===== src/rtl/tcam_mmio_master.sv =====
// Bus-initiator sequencer for the TCAM MMIO window: expands single-cycle write/lookup
// commands into ordered MMIO transactions and returns lookup results on a response channel.
module tcam_mmio_master #(
  parameter int          ENTRIES     = 16,
  parameter int          IDX_W       = $clog2(ENTRIES),
  parameter logic [31:0] BASE_ADDR   = 32'h0300_0000,
  parameter int          LOOKUP_WAIT = 4,
  parameter int          TIMEOUT     = 255
) (
  input  logic             clk,
  input  logic             resetn,
  input  logic             cmd_valid,
  output logic             cmd_ready,
  input  logic             cmd_op,
  input  logic [IDX_W-1:0] cmd_index,
  input  logic             cmd_is_mask,
  input  logic [127:0]     cmd_data,
  output logic             rsp_valid,
  input  logic             rsp_ready,
  output logic             rsp_op,
  output logic             rsp_hit,
  output logic [IDX_W-1:0] rsp_index,
  output logic             rsp_err,
  output logic             busy,
  output logic             mem_valid,
  input  logic             mem_ready,
  output logic [31:0]      mem_addr,
  output logic [31:0]      mem_wdata,
  output logic [3:0]       mem_wstrb,
  input  logic [31:0]      mem_rdata
);

  // state       | meaning
  // S_IDLE      | waiting for a command, cmd_ready high
  // S_WR_SEQ    | 7 writes: index, plane, 4 data words, commit
  // S_LK_SEQ    | 5 writes: 4 key words, key_valid
  // S_LK_WAIT   | LOOKUP_WAIT idle bus cycles while the TCAM searches
  // S_LK_RD_HIT | read hit flag
  // S_LK_RD_IDX | read hit index
  // S_RSP       | response held until rsp_ready
  typedef enum logic [2:0] {
    S_IDLE, S_WR_SEQ, S_LK_SEQ, S_LK_WAIT, S_LK_RD_HIT, S_LK_RD_IDX, S_RSP
  } state_t;

  localparam int         WAIT_W    = $clog2(LOOKUP_WAIT + 1);
  localparam logic [WAIT_W-1:0] WAIT_LOAD = WAIT_W'(LOOKUP_WAIT);
  localparam logic [7:0] TO_LOAD   = 8'(TIMEOUT - 1);

  state_t            state, state_nxt;
  logic [2:0]        step;
  logic [WAIT_W-1:0] wait_cnt;
  logic [7:0]        to_cnt;
  logic              is_mask_q;
  logic [IDX_W-1:0]  index_q;
  logic [127:0]      data_q;
  logic              mem_done;
  logic              mem_tout;
  logic              unused_rdata;

  assign mem_done     = mem_valid && mem_ready;
  assign mem_tout     = mem_valid && !mem_ready && (to_cnt == 8'd0);
  assign unused_rdata = ^mem_rdata[31:IDX_W];

  always_ff @(posedge clk or negedge resetn) begin
    if (!resetn) state <= S_IDLE;
    else         state <= state_nxt;
  end

  always_comb begin
    state_nxt = state;
    case (state)
      S_IDLE:      if (cmd_valid) state_nxt = cmd_op ? S_LK_SEQ : S_WR_SEQ;
      S_WR_SEQ:    if (mem_tout || (mem_done && step == 3'd6)) state_nxt = S_RSP;
      S_LK_SEQ: begin
        if (mem_tout)                         state_nxt = S_RSP;
        else if (mem_done && step == 3'd4)    state_nxt = S_LK_WAIT;
      end
      S_LK_WAIT:   if (wait_cnt == WAIT_W'(1)) state_nxt = S_LK_RD_HIT;
      S_LK_RD_HIT: begin
        if (mem_tout)      state_nxt = S_RSP;
        else if (mem_done) state_nxt = S_LK_RD_IDX;
      end
      S_LK_RD_IDX: if (mem_tout || mem_done) state_nxt = S_RSP;
      S_RSP:       if (rsp_ready) state_nxt = S_IDLE;
      default:     state_nxt = S_IDLE;
    endcase
  end

  // Bus outputs are decoded from state/step so a stalled transaction holds addr/data unchanged.
  always_comb begin
    mem_valid = 1'b0;
    mem_addr  = 32'h0;
    mem_wdata = 32'h0;
    mem_wstrb = 4'h0;
    case (state)
      S_WR_SEQ: begin
        mem_valid = 1'b1;
        mem_wstrb = 4'hF;
        mem_addr  = BASE_ADDR + 32'h20 + {27'b0, step, 2'b00};
        case (step)
          3'd0:    mem_wdata = {{(32-IDX_W){1'b0}}, index_q};
          3'd1:    mem_wdata = {31'b0, is_mask_q};
          3'd2:    mem_wdata = data_q[31:0];
          3'd3:    mem_wdata = data_q[63:32];
          3'd4:    mem_wdata = data_q[95:64];
          3'd5:    mem_wdata = data_q[127:96];
          3'd6:    mem_wdata = 32'h1;
          default: mem_wdata = 32'h0;
        endcase
      end
      S_LK_SEQ: begin
        mem_valid = 1'b1;
        mem_wstrb = 4'hF;
        mem_addr  = BASE_ADDR + {27'b0, step, 2'b00};
        case (step)
          3'd0:    mem_wdata = data_q[31:0];
          3'd1:    mem_wdata = data_q[63:32];
          3'd2:    mem_wdata = data_q[95:64];
          3'd3:    mem_wdata = data_q[127:96];
          3'd4:    mem_wdata = 32'h1;
          default: mem_wdata = 32'h0;
        endcase
      end
      S_LK_RD_HIT: begin
        mem_valid = 1'b1;
        mem_addr  = BASE_ADDR + 32'h14;
      end
      S_LK_RD_IDX: begin
        mem_valid = 1'b1;
        mem_addr  = BASE_ADDR + 32'h18;
      end
      default: ;
    endcase
  end

  assign cmd_ready = (state == S_IDLE);
  assign busy      = (state != S_IDLE);
  assign rsp_valid = (state == S_RSP);

  always_ff @(posedge clk or negedge resetn) begin
    if (!resetn) begin
      step      <= 3'd0;
      wait_cnt  <= '0;
      to_cnt    <= TO_LOAD;
      is_mask_q <= 1'b0;
      index_q   <= '0;
      data_q    <= '0;
      rsp_op    <= 1'b0;
      rsp_hit   <= 1'b0;
      rsp_index <= '0;
      rsp_err   <= 1'b0;
    end else if (state == S_IDLE) begin
      if (cmd_valid) begin
        step      <= 3'd0;
        to_cnt    <= TO_LOAD;
        is_mask_q <= cmd_is_mask;
        index_q   <= cmd_index;
        data_q    <= cmd_data;
        rsp_op    <= cmd_op;
        rsp_hit   <= 1'b0;
        rsp_index <= '0;
        rsp_err   <= 1'b0;
      end
    end else begin
      // Timeout down-counter restarts on every completion; idle cycles do not consume it.
      if (mem_done) begin
        step   <= step + 3'd1;
        to_cnt <= TO_LOAD;
      end else if (mem_valid && to_cnt != 8'd0) begin
        to_cnt <= to_cnt - 8'd1;
      end
      if (mem_tout) begin
        rsp_err   <= 1'b1;
        rsp_hit   <= 1'b0;
        rsp_index <= '0;
      end
      if (state == S_LK_SEQ && mem_done && step == 3'd4) wait_cnt <= WAIT_LOAD;
      else if (state == S_LK_WAIT)                       wait_cnt <= wait_cnt - WAIT_W'(1);
      if (state == S_LK_RD_HIT && mem_done) rsp_hit   <= mem_rdata[0];
      if (state == S_LK_RD_IDX && mem_done) rsp_index <= mem_rdata[IDX_W-1:0];
    end
  end

endmodule


===== config.mk =====
export PLATFORM = sky130hd
export DESIGN_NAME = tcam_mmio_master
export DESIGN_NICKNAME = d
export VERILOG_FILES = /design/src/rtl/tcam_mmio_master.sv
export SDC_FILE = /design/constraint.sdc
export NUM_CORES = 1
export LEC_CHECK = 0
export BUFFER_PORTS_ARGS = -buffer_cell sky130_fd_sc_hd__buf_2
export CORE_ASPECT_RATIO = 0.8
export CORE_UTILIZATION = 25
export CTS_BUF_LIST = sky130_fd_sc_hd__clkbuf_4 sky130_fd_sc_hd__clkbuf_8
export DETAILED_ROUTE_END_ITERATION = 12
export HOLD_SLACK_MARGIN = 0.06
export SLEW_MARGIN = 20
export SYNTH_ARGS = -nofsm -noshare
export SYNTH_HDL_FRONTEND = slang
export SYNTH_SLANG_ARGS = --single-unit

===== constraint.sdc =====
create_clock -name clk -period 7.2 [get_ports clk]
set_input_delay 0.72 -clock clk [delete_from_list [all_inputs] [get_ports clk]]
set_output_delay 0.72 -clock clk [all_outputs]
set_load 0.02 [all_outputs]

==> Word level (Yosys, flattened, before mapping) <==
Cells that the tools add are included.
{ "classes": {"n_addsub": 5, "eq_ne": 20, "n_mux": 36, "bitwise": 1, "reduce_logical": 34} }
{ "op_table": {"columns": ["cell", "count"], "rows": [
  ["32-bit case mux with 7 select lines", 1],
  ["32-bit case mux with 5 select lines", 1],
  ["27-bit case mux with 4 select lines", 1],
  ["32-bit case mux with 2 select lines", 1],
  ["26-bit by 5-bit adder with 27-bit output (first input constant)", 2],
  ["3-bit two-way mux", 14],
  ["8-bit two-way mux", 4],
  ["3-bit case mux with 7 select lines", 1],
  ["4-bit two-way mux", 5],
  ["3-bit equality test (second input constant)", 6],
  ["2-bit AND reduction", 7],
  ["3-bit by 2-bit equality test with 1-bit output (second input constant)", 4],
  ["3-bit nonzero test", 4],
  ["1-bit logical AND", 10],
  ["3-bit by 1-bit equality test with 1-bit output (second input constant)", 3],
  ["8-bit logical NOT", 1],
  ["2-bit inequality test (second input constant)", 4],
  ["8-bit nonzero test", 1],
  ["8-bit by 1-bit subtractor with 8-bit output (second input constant)", 1],
  ["1-bit two-way mux", 7],
  ["7-bit AND reduction", 1],
  ["3-bit logical NOT", 2],
  ["3-bit inequality test (second input constant)", 2],
  ["2-bit nonzero test", 3],
  ["other kinds (9)", 10]
]} }
{ "totals": {"regBits": 157, "inputBits": 171, "out_inout_bits": 79} }

==> Longest topological paths before layout <==
{ "depth": {"word_depth": 8, "mapped_depth": 10, "depth_no_buf": 7} }

==> Worst setup path before layout <==
Ideal clock, no wire load.
{ "synth_timing": {"path_kind": "reg2out", "start": "register step[0]", "end": "output port mem_wdata[9]", "t_arrival_ps": 1984, "t_required_ps": 6480, "setup_slack_ps": 4496, "stages_incl_launch_ff": 9, "path_buffers": 2, "path_cell_list": "dfrtp_1 -> inv_1 -> ha_1 -> clkbuf_1 -> buf_1 -> a222oi_1 -> nor2_1 -> a21oi_1 -> o21ai_0"} }
{ "synth_via": {"elab_chain_cells": 3} }
{ "synth_lines": {"columns": ["item", "line_no", "text"], "rows": [
  ["start: declaration", "50", "logic [2:0] step;"],
  ["start signal: assignment", "167", "step <= step + 3'd1;"],
  ["3-bit equality test, or another cell as far along", "100", "case (step)"],
  ["32-bit case mux with 7 select lines or 32-bit case mux with 5 select lines (tied branches)", "100, 115", null],
  ["32-bit case mux with 2 select lines (*)", "95", "case (state)"],
  ["end: declaration", "28", "output logic [31:0] mem_wdata,"]
]} }
Every way passes the cells marked *; elsewhere a longest branch is shown, timed or not.

==> Worst setup path in the final report <==
{ "layout_timing": {"start": "register step[0]", "end": "output port mem_wdata[3]"} }
The elaborated chain is that of the path after synthesis.

==> results.yml <==
logic_synthesis:
  ys_async_sr_fraction_pct: 100.0
  synth_edf_count: 0
  yosysWarnings: 0
  ys_top_cells_by_area: "dfrtp_1, mux2_2, a22oi_1, a222oi_1, nand2_1"
  synth_top_area_share_pct: 44.32
  ys_seq_area_share_pct: 46.49
  synthMostInstantiatedCell: "dfrtp_1"
  synth_area_mm2: 0.008469
  synth_top_area_cell: "dfrtp_1"
  ys_types: 55
  yosys-top-cells-count: "dfrtp_1, mux2_2, nand2_1"
  synth_ff_type: "dfrtp_1"
  synthCells: 792
  ys_seq_elements: 157
  syn_avg_cell_area_um2: 10.69
power_and_ir_drop:
  p_sw_mw: 1.996
  p_comb_share_pct: 46.6
  seqPwrFrac_pct: 37.7
  power-per-cell-area_mw_per_mm2: 461.4
  power.clock.fraction_pct: 15.7
  p_leak_nw: 4.471
  power.internal_mw: 2.653
  swShare_pct: 42.94
  peakVddDrop_mv: 0.1761
detailed_routing:
  dr.max_layer_used: "met5"
  viasPerCell: 5.040
  drt_iter0_drc: 626
  wl_met2_mm: 12.20
  drc: 0
  route.met3.wl_mm: 1.810
  via_count: 6996
  firstDrtPassIters: 6
  wl_mm: 26.14
  wire_per_inst_um: 18.84
  m1WireLength_mm: 11.80
  antenna_left: 0
cts:
  clock_latency_ps: 500
  cts_max_level: 4
  numCtsBuffers: 17
  cts_resized: 0
  post_cts_buffers: 0
  cts_tree: "done"
  cts-root-buf: "clkbuf_8"
  hold_buffers: 0
  clk_pin_slew_ps: 100
  clock_sinks: 157
  cts_buffer_depth: 2
cells_and_area:
  stdcell_area_mm2: 0.01007
  layout.nets: 1128
  fin_cells: 1388
  synthToLayoutAreaGrowth_pct: 18.95
  fillers: 3478
  diodes: 0
  final_layout_size_suffix_gt1_share_pct: 42.04
  seq_area_mm2: 0.003939
  multi_input_area_mm2: 0.004069
worst_setup_path:
  cp_num_buf_inv: 3
  max_stage_delay_ps: 970
  worstPathMaxFanout: 31
  crit_family: "simple AND/OR/NAND/NOR gates"
  path_common_cell: "nand2_1"
  timing_worst_setup_path_type: "reg -> out"
  arrival_ps: 3820
  worstPathRequired_ps: 6480
  critPathLaunchType: "flip-flop"
  slowest_stage: "nor2b_4"
  crit_chain: "inv_1 > ha_2 > buf_4 > nor2b_4 > a222oi_1 > nand2_1 > nand2_1 > o21ai_0 > buf_2"
  endpoint_kind: "output pin"
sta:
  grt_setup_unrepaired: "false"
  max_freq_ghz: 0.2203
  slew_viol_final: 0
  hold_viol_final: 0
  maxSlewHeadroom_pct: 25.51
  fin_crit_sh_pct: 63.06
  final.setup_skew_ps: 14.63
  layout_min_cycle_time_ps: 4540
  final.setup.tns_ps: 0
  hold_ws_ps: 283.8
  final-setup-viol-count: 0
  tightest_slew_ps: 1115
min_path:
  hp-class: "in -> async"
placed_design:
  dp.cells: 1357
  placed_cell_area_mm2: 0.009656
  place_congestion: 0.7740
  port_buffers: 195
  dp_hpwl_mm: 16.92
global_route:
  antenna_found_initial: 2
  grtUsageTotal_pct: 15.25
  grt_max_degree: 95
  grt-ovfl-total: 0
  grt_pass1_vias: 6833
  grt_pass1_wl_mm: 40.49
die:
  initial_utilization_pct: 25.72
  fp.dieW_um: 207.8
  pin_count: 250
  die_h_um: 166.6
  num_rows: 59
  dieArea_mm2: 0.03462
  design.core.area_mm2: 0.03292
outcome:
  status: "complete, no violations"
job:
  maxCapViolCount: 0
cell families after synthesis:
logic type,Yosys count,share of synthesized area (%)
compound gates,214,17.85
simple gates,161,8.096
buf+inv,106,7.091
other cells,1,0.04428
xor+xnor,1,0.1034
flops,157,46.49
mux,143,19.03
fa+ha+maj,9,1.300
power groups by stage:
stage,clock [mW],sequential [mW],combinational (mW)
after global routing,0.791,1.82,2.38
after detailed placement,0,1.77,2.17
after floorplan,0,1.60,1.70
final,0.732,1.75,2.17
after global placement,0,1.74,2.13
after CTS,0.762,1.75,2.18
area by class of cell:
cell class | count | area share (%)
multi-input cells | 554 | 40.39
flip-flops and latches | 157 | 39.10
repair buffers | 206 | 10.57
well taps | 427 | 5.303
clock buffers | 19 | 2.596
clock inverters | 12 | 1.565
inverters | 13 | 0.4843
flip-flops by register name, summed over array words and instances (netlist names), 3 cells and up:
name / flops
to_cnt: 8
index_q: 4
step: 3
data_q: 128
wait_cnt: 3
state: 3
rsp_index: 4
cell usage in the layout (no fill, tap or decap), types with 9 or more instances in the layout:
cell,n
a21oi_1,42
a222oi_1,36
a22oi_1,59
buf_2,194
buf_4,11
clkbuf_8,19
conb_1,26
dfrtp_1,149
inv_1,12
mux2_2,139
nand2_1,80
nor2_1,52
nor3_1,9
o21ai_0,34
through the flow:
| stage | utilization [%] | setup slack (ps) | power (mW) |
|---|---|---|---|
| 4_1_cts | 30.60 | 2682 | 4.687 |
| 3_5_place_dp | 29.33 | 3246 | 3.937 |
| 5_1_grt | 30.60 | 2556 | 4.989 |
| 2_1_floorplan | - | 4496 | 3.295 |
| 6_report | 30.60 | 2660 | 4.649 |
| 3_3_place_gp | 29.33 | 3311 | 3.870 |
worst paths after layout:
check / from / to / slack (ps) / depth (start not counted)
worst max-delay path: step[0]$_DFFE_PN0P_ / mem_wdata[3] / 2660 / 9
worst min-delay path: resetn / step[0]$_DFFE_PN0P_ / 280 / 1
worst max register to register: step[0]$_DFFE_PN0P_ / wait_cnt[1]$_DFFE_PN0P_ / 4230 / 6
worst min register to register: rsp_index[0]$_DFFE_PN0P_ / rsp_index[0]$_DFFE_PN0P_ / 510 / 1
max in group asynchronous: resetn / step[2]$_DFFE_PN0P_ / 5510 / 2
min in group clk: cmd_data[69] / data_q[69]$_DFFE_PN0P_ / 440 / 2
routing by layer:
metal  vias to the layer above  global-route usage [%]
li1                       3197                       -
met1                      3494                   20.13
met2                       276                   24.00
met3                        27                   4.733
met4                         2                   4.155
met5                         -                       0
(Power assumes the default switching activity.)
